### config.mk
export PLATFORM = sky130hd
export DESIGN_NAME = multdiv
export DESIGN_NICKNAME = d
export VERILOG_FILES = /design/src/rtl/multdiv_pkg.sv /design/src/rtl/alu.sv /design/src/rtl/multdiv.sv
export SDC_FILE = /design/constraint.sdc
export NUM_CORES = 1
export LEC_CHECK = 0
export ABC_CLOCK_PERIOD_IN_PS = 7200
export CAP_MARGIN = 20
export CORE_MARGIN = 1.5
export CORE_UTILIZATION = 42
export DETAILED_ROUTE_END_ITERATION = 10
export PLACE_DENSITY = 0.64
export SYNTH_ARGS = -nofsm -noshare
export SYNTH_HDL_FRONTEND = slang
export SYNTH_SLANG_ARGS = --single-unit
export TNS_END_PERCENT = 50
### constraint.sdc
create_clock -name clock -period 7.2 [get_ports clock]
set_clock_uncertainty 0.2 [all_clocks]
set_input_delay 1.44 -clock clock [delete_from_list [all_inputs] [get_ports clock]]
set_output_delay 1.44 -clock clock [all_outputs]
set_load 0.01 [all_outputs]
### src/rtl/multdiv_pkg.sv
// rtl/multdiv_pkg.sv - shared constants, state encoding and helpers for multdiv
package multdiv_pkg;

    localparam int DATA_WIDTH = 32;
    localparam int ITER_COUNT = 32;
    localparam int CNT_WIDTH  = $clog2(ITER_COUNT) + 1;

    localparam logic [4:0] ALU_ADD = 5'b00000;
    localparam logic [4:0] ALU_SUB = 5'b00001;

    typedef enum logic [1:0] {
        ST_IDLE = 2'd0,
        ST_MULT = 2'd1,
        ST_DIV  = 2'd2,
        ST_DONE = 2'd3
    } state_e;

    function automatic logic [DATA_WIDTH-1:0] magnitude(input logic [DATA_WIDTH-1:0] x);
        return x[DATA_WIDTH-1] ? ({DATA_WIDTH{1'b0}} - x) : x;
    endfunction

endpackage

### src/rtl/alu.sv
// rtl/alu.sv - 32-bit ALU with add/subtract (signed overflow), logic ops and shifts
module alu
    import multdiv_pkg::*;
(
    input  logic [31:0] data_operandA,
    input  logic [31:0] data_operandB,
    input  logic [4:0]  ctrl_ALUopcode,
    input  logic [4:0]  ctrl_shiftamt,
    output logic [31:0] data_result,
    output logic        overflow
);

    logic        sub;
    logic [31:0] b_eff;
    logic [31:0] sum;

    assign sub   = (ctrl_ALUopcode == ALU_SUB);
    assign b_eff = sub ? ~data_operandB : data_operandB;
    assign sum   = data_operandA + b_eff + {31'b0, sub};

    always_comb begin
        data_result = sum;
        overflow    = 1'b0;
        case (ctrl_ALUopcode)
            ALU_ADD, ALU_SUB: begin
                data_result = sum;
                overflow    = (data_operandA[31] == b_eff[31]) && (sum[31] != data_operandA[31]);
            end
            5'b00010: data_result = data_operandA & data_operandB;
            5'b00011: data_result = data_operandA | data_operandB;
            5'b00100: data_result = data_operandA << ctrl_shiftamt;
            5'b00101: data_result = $signed(data_operandA) >>> ctrl_shiftamt;
            default:  data_result = sum;
        endcase
    end

endmodule

### src/rtl/multdiv.sv
// rtl/multdiv.sv - iterative signed multiply/divide, 33-cycle fixed latency, one ALU op per cycle
module multdiv
    import multdiv_pkg::*;
(
    input  logic        clock,
    input  logic        reset,
    input  logic [31:0] data_operandA,
    input  logic [31:0] data_operandB,
    input  logic        ctrl_MULT,
    input  logic        ctrl_DIV,
    output logic [31:0] data_result,
    output logic        data_exception,
    output logic        data_resultRDY
);

    localparam logic [CNT_WIDTH-1:0] CNT_DONE = CNT_WIDTH'(ITER_COUNT);
    localparam logic [CNT_WIDTH-1:0] CNT_LAST = CNT_WIDTH'(ITER_COUNT - 1);
    localparam logic [CNT_WIDTH-1:0] CNT_ONE  = CNT_WIDTH'(1);

    state_e                 state_q, state_d;
    logic [CNT_WIDTH-1:0]   cnt_q, cnt_d;
    logic [31:0]            acc_q, acc_d;
    logic [31:0]            lo_q, lo_d;
    logic [31:0]            opb_q, opb_d;
    logic [31:0]            result_q, result_d;
    logic                   exc_q, exc_d;
    logic                   neg_q, neg_d;
    logic                   dz_q, dz_d;
    logic                   dovf_q, dovf_d;

    logic        start;
    logic [31:0] rem_shift;
    logic [31:0] alu_a;
    logic [4:0]  alu_op;
    logic [31:0] alu_res;
    logic        alu_ovf;
    logic [31:0] mul_sum;
    logic        mul_sign;
    logic        borrow;

    assign start     = ctrl_MULT | ctrl_DIV;
    assign rem_shift = {acc_q[30:0], lo_q[31]};

    // Multiplier's MSB carries weight -2^31, so the last multiply step subtracts.
    assign alu_a  = (state_q == ST_DIV) ? rem_shift : acc_q;
    assign alu_op = ((state_q == ST_DIV) || (cnt_q == CNT_LAST)) ? ALU_SUB : ALU_ADD;

    alu u_alu (
        .data_operandA  (alu_a),
        .data_operandB  (opb_q),
        .ctrl_ALUopcode (alu_op),
        .ctrl_shiftamt  (5'd0),
        .data_result    (alu_res),
        .overflow       (alu_ovf)
    );

    // True 33-bit sign of the partial sum, and unsigned borrow of remainder minus divisor.
    assign mul_sum  = lo_q[0] ? alu_res : acc_q;
    assign mul_sign = lo_q[0] ? (alu_res[31] ^ alu_ovf) : acc_q[31];
    assign borrow   = alu_res[31] ^ alu_ovf ^ rem_shift[31] ^ opb_q[31];

    always_comb begin
        state_d  = state_q;
        cnt_d    = cnt_q;
        acc_d    = acc_q;
        lo_d     = lo_q;
        opb_d    = opb_q;
        result_d = result_q;
        exc_d    = exc_q;
        neg_d    = neg_q;
        dz_d     = dz_q;
        dovf_d   = dovf_q;

        case (state_q)
            ST_MULT: begin
                if (cnt_q != CNT_DONE) begin
                    acc_d = {mul_sign, mul_sum[31:1]};
                    lo_d  = {mul_sum[0], lo_q[31:1]};
                    cnt_d = cnt_q + CNT_ONE;
                end else begin
                    result_d = lo_q;
                    exc_d    = (acc_q != {32{lo_q[31]}});
                    state_d  = ST_DONE;
                end
            end
            ST_DIV: begin
                if (cnt_q != CNT_DONE) begin
                    acc_d = borrow ? rem_shift : alu_res;
                    lo_d  = {lo_q[30:0], ~borrow};
                    cnt_d = cnt_q + CNT_ONE;
                end else begin
                    if (dz_q) begin
                        result_d = 32'd0;
                        exc_d    = 1'b1;
                    end else begin
                        result_d = neg_q ? (32'd0 - lo_q) : lo_q;
                        exc_d    = dovf_q;
                    end
                    state_d = ST_DONE;
                end
            end
            ST_DONE: state_d = ST_IDLE;
            default: state_d = ST_IDLE;
        endcase

        if (start) begin
            state_d  = ctrl_MULT ? ST_MULT : ST_DIV;
            cnt_d    = '0;
            acc_d    = 32'd0;
            lo_d     = ctrl_MULT ? data_operandB : magnitude(data_operandA);
            opb_d    = ctrl_MULT ? data_operandA : magnitude(data_operandB);
            neg_d    = data_operandA[31] ^ data_operandB[31];
            dz_d     = (data_operandB == 32'd0);
            dovf_d   = (data_operandA == 32'h8000_0000) && (data_operandB == 32'hFFFF_FFFF);
            result_d = result_q;
            exc_d    = exc_q;
        end
    end

    always_ff @(posedge clock or posedge reset) begin
        if (reset) begin
            state_q  <= ST_IDLE;
            cnt_q    <= '0;
            acc_q    <= 32'd0;
            lo_q     <= 32'd0;
            opb_q    <= 32'd0;
            result_q <= 32'd0;
            exc_q    <= 1'b0;
            neg_q    <= 1'b0;
            dz_q     <= 1'b0;
            dovf_q   <= 1'b0;
        end else begin
            state_q  <= state_d;
            cnt_q    <= cnt_d;
            acc_q    <= acc_d;
            lo_q     <= lo_d;
            opb_q    <= opb_d;
            result_q <= result_d;
            exc_q    <= exc_d;
            neg_q    <= neg_d;
            dz_q     <= dz_d;
            dovf_q   <= dovf_d;
        end
    end

    assign data_result    = result_q;
    assign data_exception = exc_q;
    assign data_resultRDY = (state_q == ST_DONE);

endmodule

==> qor.yml, run 1 <==
drt:
  vias_per_cell: 5.99
  vias: 11444
  final_antenna_net_count: 0
  wl_microns: 38800
  dr.pass1.iters: 7
  drc: 0
  post_drt_wl_per_cell_microns: 20.3
  drt_iter0_drc: 1039
synth:
  postSynthAreaPerCell_sq_um: 8.04
  syn_area_sq_mm: 0.0119
  synth_nets: 1589
  ys_ff_latch: 140
  ys_seq_area_share_pct: 29.4
  yosysWarnings: 0
  netlist_instances: 1481
  synth_ff_type: "dfrtp_1"
  synth_cell_types: 73
  async_flop_share_pct: 100
  synth_edf_count: 0
sta:
  max_clock_freq_ghz: 0.177
  finalSetupViolCount: 0
  worstMarginPinSlew_ns: 1.11
  grt_setup_unrepaired: "false"
  hold_viol: 0
  setup_tns_ns: 0
  setup_ws_ns: 1.54
  slew_headroom_pct: 25.7
  post-route-period-util_pct: 78.6
  drv_slew: 0
  period_minus_slack_ns: 5.66
final_layout:
  final_cell_area_sq_mm: 0.0137
  drive_gt1_share_pct: 7.18
  finalNetCount: 1626
  multi_input_area_sq_mm: 0.00792
  register_area_sq_mm: 0.00350
  area_growth_syn_to_layout_pct: 15.5
  num_antenna_cells: 0
  fill_cells: 2725
cts:
  clk_pin_slew_ns: 0.08
  insertion_delay_ns: 0.44
  numCtsBuffers: 17
  htreeDepth: 4
  cts_tree: "built"
  post_cts_buffers: 0
  cts_hold_buf: 0
  cts-resized-gates: 0
  clockBufferDepth: 2
  cts-root-buf: "clkbuf_16"
  cts_sinks: 140
hold_path:
  worstHoldStart: "data_result[14]$_DFFE_PP0P_"
  hold_class: "flip-flop to flip-flop"
  hold_end: "data_result[14]$_DFFE_PP0P_"
  min_delay_path_depth: 2
power:
  seq_power_share_pct: 35.5
  p_clk_share_pct: 34.6
  p_int_w: 0.00164
  powerDensity_mw_per_mm2: 194
  irDropWorstVdd_v: 0.000157
  combPwrFrac_pct: 29.9
  p_leak_nw: 5.57
  switchingPower_w: 0.00102
  switching_share_pct: 38.3
setup_path:
  r2r_start: "state_q[0]$_DFFE_PP0P_"
  cp.required_ns: 7.35
  crit_type: "flip-flop to flip-flop"
  cp-end-kind: "flip-flop"
  cp_max_fo: 71
  reg2regPathDepth: 16
  worstReg2RegEnd: "acc_q[16]$_DFFE_PP0P_"
  r2r_setup_slack_ns: 1.54
  arrival_ns: 5.81
  cp-start-kind: "flip-flop"
grt:
  grt_max_degree: 99
  grt_antenna_before_repair: 0
  grt_overflow: 0
  grtUsageTotal_pct: 27.0
  grt_pass1_wl_microns: 61100
  grt_pass1_vias: 10666
floorplanning:
  die-area_sq_mm: 0.0294
  std_cell_rows: 61
  initial_core_util_pct: 42.7
  ioPinCount: 102
  coreArea_sq_mm: 0.0279
  die_h_microns: 171
  fp.dieW_microns: 171
flow_run:
  cap_violations: 0
place:
  io_buffers: 101
  place_ws_ns: 1.65
  detailed_place_hpwl_microns: 28500
  place_area_sq_mm: 0.0131
  place.gp.congestion: 0.980
outcome:
  status: "complete, no violations"
placed cells by master, fill, tap and decap left out, types with 6 or more instances in the layout:
cell and instances:
a211oi_1 68, a21o_1 16, a21oi_1 92, a22oi_1 7, a31oi_1 19, and2_1 6
buf_4 16, clkbuf_16 17, clkdlybuf4s50_1 99, clkinv_8 8, dfrtp_1 140, ha_1 38
inv_1 25, mux2_2 33, mux2i_1 45, nand2_1 205, nand2b_1 9, nand3_1 16
nand3b_1 6, nand4_1 22, nor2_1 72, nor2b_1 30, nor3_1 25, nor4_1 18
o211ai_1 6, o21ai_0 194, o31ai_1 23, o41ai_1 11, or3_1 16, or4_1 6
xnor2_1 77, xor2_1 81
how the worst max path moves through the flow:
stage | startpoint | to | slack, ns | cells after the start
6_report | state_q[0]$_DFFE_PP0P_ | acc_q[16]$_DFFE_PP0P_ | 1.54 | 16
5_1_grt | state_q[0]$_DFFE_PP0P_ | acc_q[16]$_DFFE_PP0P_ | 1.21 | 16
4_1_cts | state_q[0]$_DFFE_PP0P_ | acc_q[16]$_DFFE_PP0P_ | 1.62 | 16
3_5_place_dp | state_q[0]$_DFFE_PP0P_ | acc_q[16]$_DFFE_PP0P_ | 1.65 | 17
3_3_place_gp | state_q[0]$_DFFE_PP0P_ | acc_q[16]$_DFFE_PP0P_ | 1.77 | 17
2_1_floorplan | reset | acc_q[0]$_DFFE_PP0P_ | 1.81 | 1
metal layers:
metal / share of wire [%] / GRT usage [%] / wire [microns]
met3: 5.8 / 3.75 / 2250
met1: 46 / 38.2 / 18000
met2: 45 / 42.7 / 17600
met4: 2.5 / 7.59 / 952
met5: 0 / 0 / 0
cell usage after synthesis, drive strengths merged, types with 2 or more instances:
master    n  area [sq um]
clkbuf   77           289
dfrtp   140          3500
mux2i    45           450
or4       8          67.6
or3      18           123
nor2b    30           188
xor2     81           709
buf      21           113
and2      9          56.3
a211oi   71           548
a22oi     7          52.6
nand3    16          80.1
o41ai    12           113
a22o      3          26.3
a21oi    92           460
o21ai   201          1010
nand2   205           769
o211ai    6          45.0
a21boi    2          15.0
mux2     34           383
o21bai    5          37.5
inv      26          97.6
nor2     74           280
ha       39           488
a21o     16           120
o21a      3          22.5
nand4    22           138
a221o     3          30.0
o31ai    24           194
o221ai    3          26.3
nor3     26           130
nand2b   10          70.1
nand3b    6          45.0
and3      5          31.3
nor4b     4          53.8
o311ai    2          17.5
or2       3          18.8
xnor2    77           674
nor4     18           113
a31oi    20           140
a32oi     2          17.5
registers in the layout (all words and copies together) (netlist names):
name,flops
acc_q,32
cnt_q,6
data_exception,1
data_result,32
dovf_q,1
dz_q,1
lo_q,32
neg_q,1
opb_q,32
state_q,2
power groups by stage:
stage,clock [W],combinational (W),sequential (W)
after floorplan,0,0.000573,0.000911
after global placement,0,0.000777,0.000956
after detailed placement,0,0.000783,0.000956
after CTS,0.000932,0.000787,0.000941
after global routing,0.000960,0.000872,0.000952
final,0.000920,0.000797,0.000944
worst max-delay path, cell delays in order, from the launching register on:
cell      delay, ns
dfrtp_1        0.41
inv_1          0.11
ha_4           0.69
buf_4          0.63
mux2_2         0.41
ha_1           0.39
a21oi_1        0.36
a311o_1        0.31
a211oi_2       0.06
or4b_1         0.56
nand2_1        0.12
a21o_1         0.13
a211oi_2       0.05
nor3_2         0.19
buf_4          0.39
mux2_1         0.37
o21ai_1        0.12
cell families after synthesis:
group           share of synthesized area (%)
compound gates                           24.8
simple gates                             18.5
xor+xnor                                 11.6
flops                                    29.4
buf+inv                                  4.23
mux                                      7.00
fa+ha+maj                                4.35
through the flow:
step | cells | power (W) | util, % | hold WS, ns
4_1_cts | 1907 | 0.00266 | 49.3 | 0.290
3_3_place_gp | 1875 | 0.00173 | 47.0 | 0.264
6_report | 1909 | 0.00266 | 49.3 | 0.284
2_1_floorplan | 1481 | 0.00148 | - | 0.241
5_1_grt | 1909 | 0.00278 | 49.3 | 0.314
3_5_place_dp | 1875 | 0.00174 | 47.0 | 0.271
cell type report:
| class | count | area share (%) |
|---|---|---|
| Multi-Input combinational cell | 1216 | 57.6 |
| Sequential cell | 140 | 25.5 |
| Timing Repair Buffer | 116 | 8.12 |
| Tap cell | 378 | 3.44 |
| Clock buffer | 17 | 3.10 |
| Clock inverter | 15 | 1.45 |
| Inverter | 27 | 0.774 |
(Power assumes the default switching activity.)
==> run 2: changes to the inputs <==
--- a/config.mk
+++ b/config.mk
@@ -5,7 +5,7 @@
 export SDC_FILE = /design/constraint.sdc
 export NUM_CORES = 1
 export LEC_CHECK = 0
-export ABC_CLOCK_PERIOD_IN_PS = 7200
+export ABC_CLOCK_PERIOD_IN_PS = 5300
 export CAP_MARGIN = 20
 export CORE_MARGIN = 1.5
 export CORE_UTILIZATION = 42
==> constraint.sdc (replaced) <==
create_clock -name clock -period 5.3 [get_ports clock]
set_clock_uncertainty 0.2 [all_clocks]
set_input_delay 1.06 -clock clock [delete_from_list [all_inputs] [get_ports clock]]
set_output_delay 1.06 -clock clock [all_outputs]
set_load 0.01 [all_outputs]
==> run 2 against run 1 <==
Highest routed layer unchanged. Sequential power up 37%. Wire length is 1.8% higher. Maximum frequency is 11% higher. Via count is 0.62% higher. Non-clock buffer count rose by 12. Largest power group unchanged. Sequential share of layout area decreased by 0.26 points. Hold slack worse by 0.0087 ns. Combinational power rose by 37%. Register-to-register slack worse by 1.3 ns. Final cell count rose by 0.63%.
==> qor.yml, run 2 (same netlist as run 1, synthesis figures left out) <==
outcome:
  status: "complete, no violations"
place:
  placed_cells_incl_taps: 1888
  place.gp.congestion: 0.917
  detailed_place_hpwl_microns: 28900
  io_buffers: 101
sta:
  slew_headroom_pct: 33.7
  period_minus_slack_ns: 5.09
  setup_tns_ns: 0
  hold_viol: 0
  grt_setup_unrepaired: "false"
  post-route-period-util_pct: 96.1
  drv_slew: 0
  worstMarginPinSlew_ns: 0.988
  max_clock_freq_ghz: 0.196
  finalSetupViolCount: 0
drt:
  drc: 0
  dr.pass1.iters: 6
  vias_per_cell: 5.99
  vias: 11515
  final_antenna_net_count: 0
  drt_iter0_drc: 951
  post_drt_wl_per_cell_microns: 20.6
  wl_microns: 39500
cts:
  post_cts_buffers: 0
  cts-root-buf: "clkbuf_16"
  cts_hold_buf: 0
  cts_sinks: 140
  cts_tree: "built"
  insertion_delay_ns: 0.44
  htreeDepth: 4
  clk_pin_slew_ns: 0.07
  clockBufferDepth: 2
  numCtsBuffers: 17
hold_path:
  hold_class: "flip-flop to flip-flop"
  worstHoldStart: "dovf_q$_DFFE_PP0N_"
grt:
  grt_overflow: 0
  grt_max_degree: 99
  grt_pass1_vias: 10918
  grtUsageTotal_pct: 27.7
  grt_antenna_before_repair: 0
  grt_pass1_wl_microns: 62400
floorplanning:
  die-area_sq_mm: 0.0294
  std_cell_rows: 61
  fp.dieW_microns: 171
  coreArea_sq_mm: 0.0279
  initial_core_util_pct: 42.7
  die_h_microns: 171
  ioPinCount: 102
final_layout:
  mostFrequentLayoutCell: "nand2_1"
  drive_gt1_share_pct: 7.97
  area_growth_syn_to_layout_pct: 16.7
  layout_common_cells: "nand2_1, o21ai_0, dfrtp_1"
  fin_util_pct: 49.8
  finalNetCount: 1639
  num_antenna_cells: 0
  finalNonFillerCells: 1921
flow_run:
  cap_violations: 0
power:
  powerDensity_mw_per_mm2: 263
  p_leak_nw: 5.64
  irDropWorstVdd_v: 0.000221
setup_path:
  cp-end-kind: "flip-flop"
  startpoint: "cnt_q[1]$_DFFE_PP0P_"
  worstReg2RegEnd: "acc_q[2]$_DFFE_PP0P_"
  r2r_start: "cnt_q[1]$_DFFE_PP0P_"
  cp.required_ns: 5.43
  cp-start-kind: "flip-flop"
  crit_end: "acc_q[2]$_DFFE_PP0P_"
  crit_type: "flip-flop to flip-flop"
  cp_max_fo: 15
  reg2regPathDepth: 18
  arrival_ns: 5.22
  r2r_setup_slack_ns: 0.21
[run 2: cell count changes in the layout (fill, tap and decap cells not counted), sizes merged]
cell / change
buf: +11
bufinv: +3
clkinv: -5
clkinvlp: +1
clkbuf: +1
nor2: +1
[run 2: where the power goes]
group          total [W]  internal (W)  switching (W)
Clock            0.00126      0.000741       0.000522
Combinational    0.00109      0.000455       0.000639
Sequential       0.00129       0.00115       0.000142
Total            0.00365       0.00234        0.00130
[run 2: per-layer routing]
layer	global-route usage [%]	vias up	wire length, microns
met5	0	-	0
met4	7.55	0	739
met1	39.5	5576	18100
met3	4.81	54	2870
met2	42.8	429	17700
li1	-	5456	-
[run 2: area by class of cell]
type                            instances  area (sq um)
Sequential cell                       140          3500
Multi-Input combinational cell       1217          7940
Tap cell                              378           473
Timing Repair Buffer                  128          1260
Fill cell                            2683         14000
Inverter                               27           106
Clock buffer                           17           425
Clock inverter                         14           169
[run 2: repair_timing]
item,in CTS,in global routing
endpoints found under the hold margin,0,0
gates resized for setup,0,6
setup endpoints to repair,1,31
gates cloned,1,0
pin swaps,1,1
[run 2: worst min path at each step]
stage	to	slack, ns	cells past startpoint
floorplan	dovf_q$_DFFE_PP0N_	0.24	2
global placement	dovf_q$_DFFE_PP0N_	0.26	2
detailed placement	dovf_q$_DFFE_PP0N_	0.27	2
CTS	dovf_q$_DFFE_PP0N_	0.28	2
global route	data_result[19]$_DFFE_PP0P_	0.31	2
finish	dovf_q$_DFFE_PP0N_	0.27	2
[run 2: critical path: stages, from the launching register on]
cell and delay, ns:
dfrtp_1 0.40, ha_1 0.20, nand2_1 0.16, nor3_4 0.10, nor2_4 0.54, xnor2_1 0.14
ha_1 0.45, nand4_1 0.19, or4_4 0.60, a21o_1 0.18, o21ai_2 0.13, nor2_2 0.09
a2111oi_2 0.37, o21ai_1 0.11, a31oi_1 0.30, nor3_2 0.12, buf_4 0.22, mux2i_1 0.14
a221o_1 0.32
[run 2: per-stage QoR]
step	hold slack [ns]	total power, W	setup WS, ns	instance area [sq um]
finish	0.275	0.00365	0.209	13900
global route	0.311	0.00382	0.0110	13900
global placement	0.255	0.00237	0.0298	13300
floorplan	0.241	0.00202	0.109	11900
detailed placement	0.269	0.00238	-0.0337	13300
CTS	0.283	0.00365	0.0118	13900
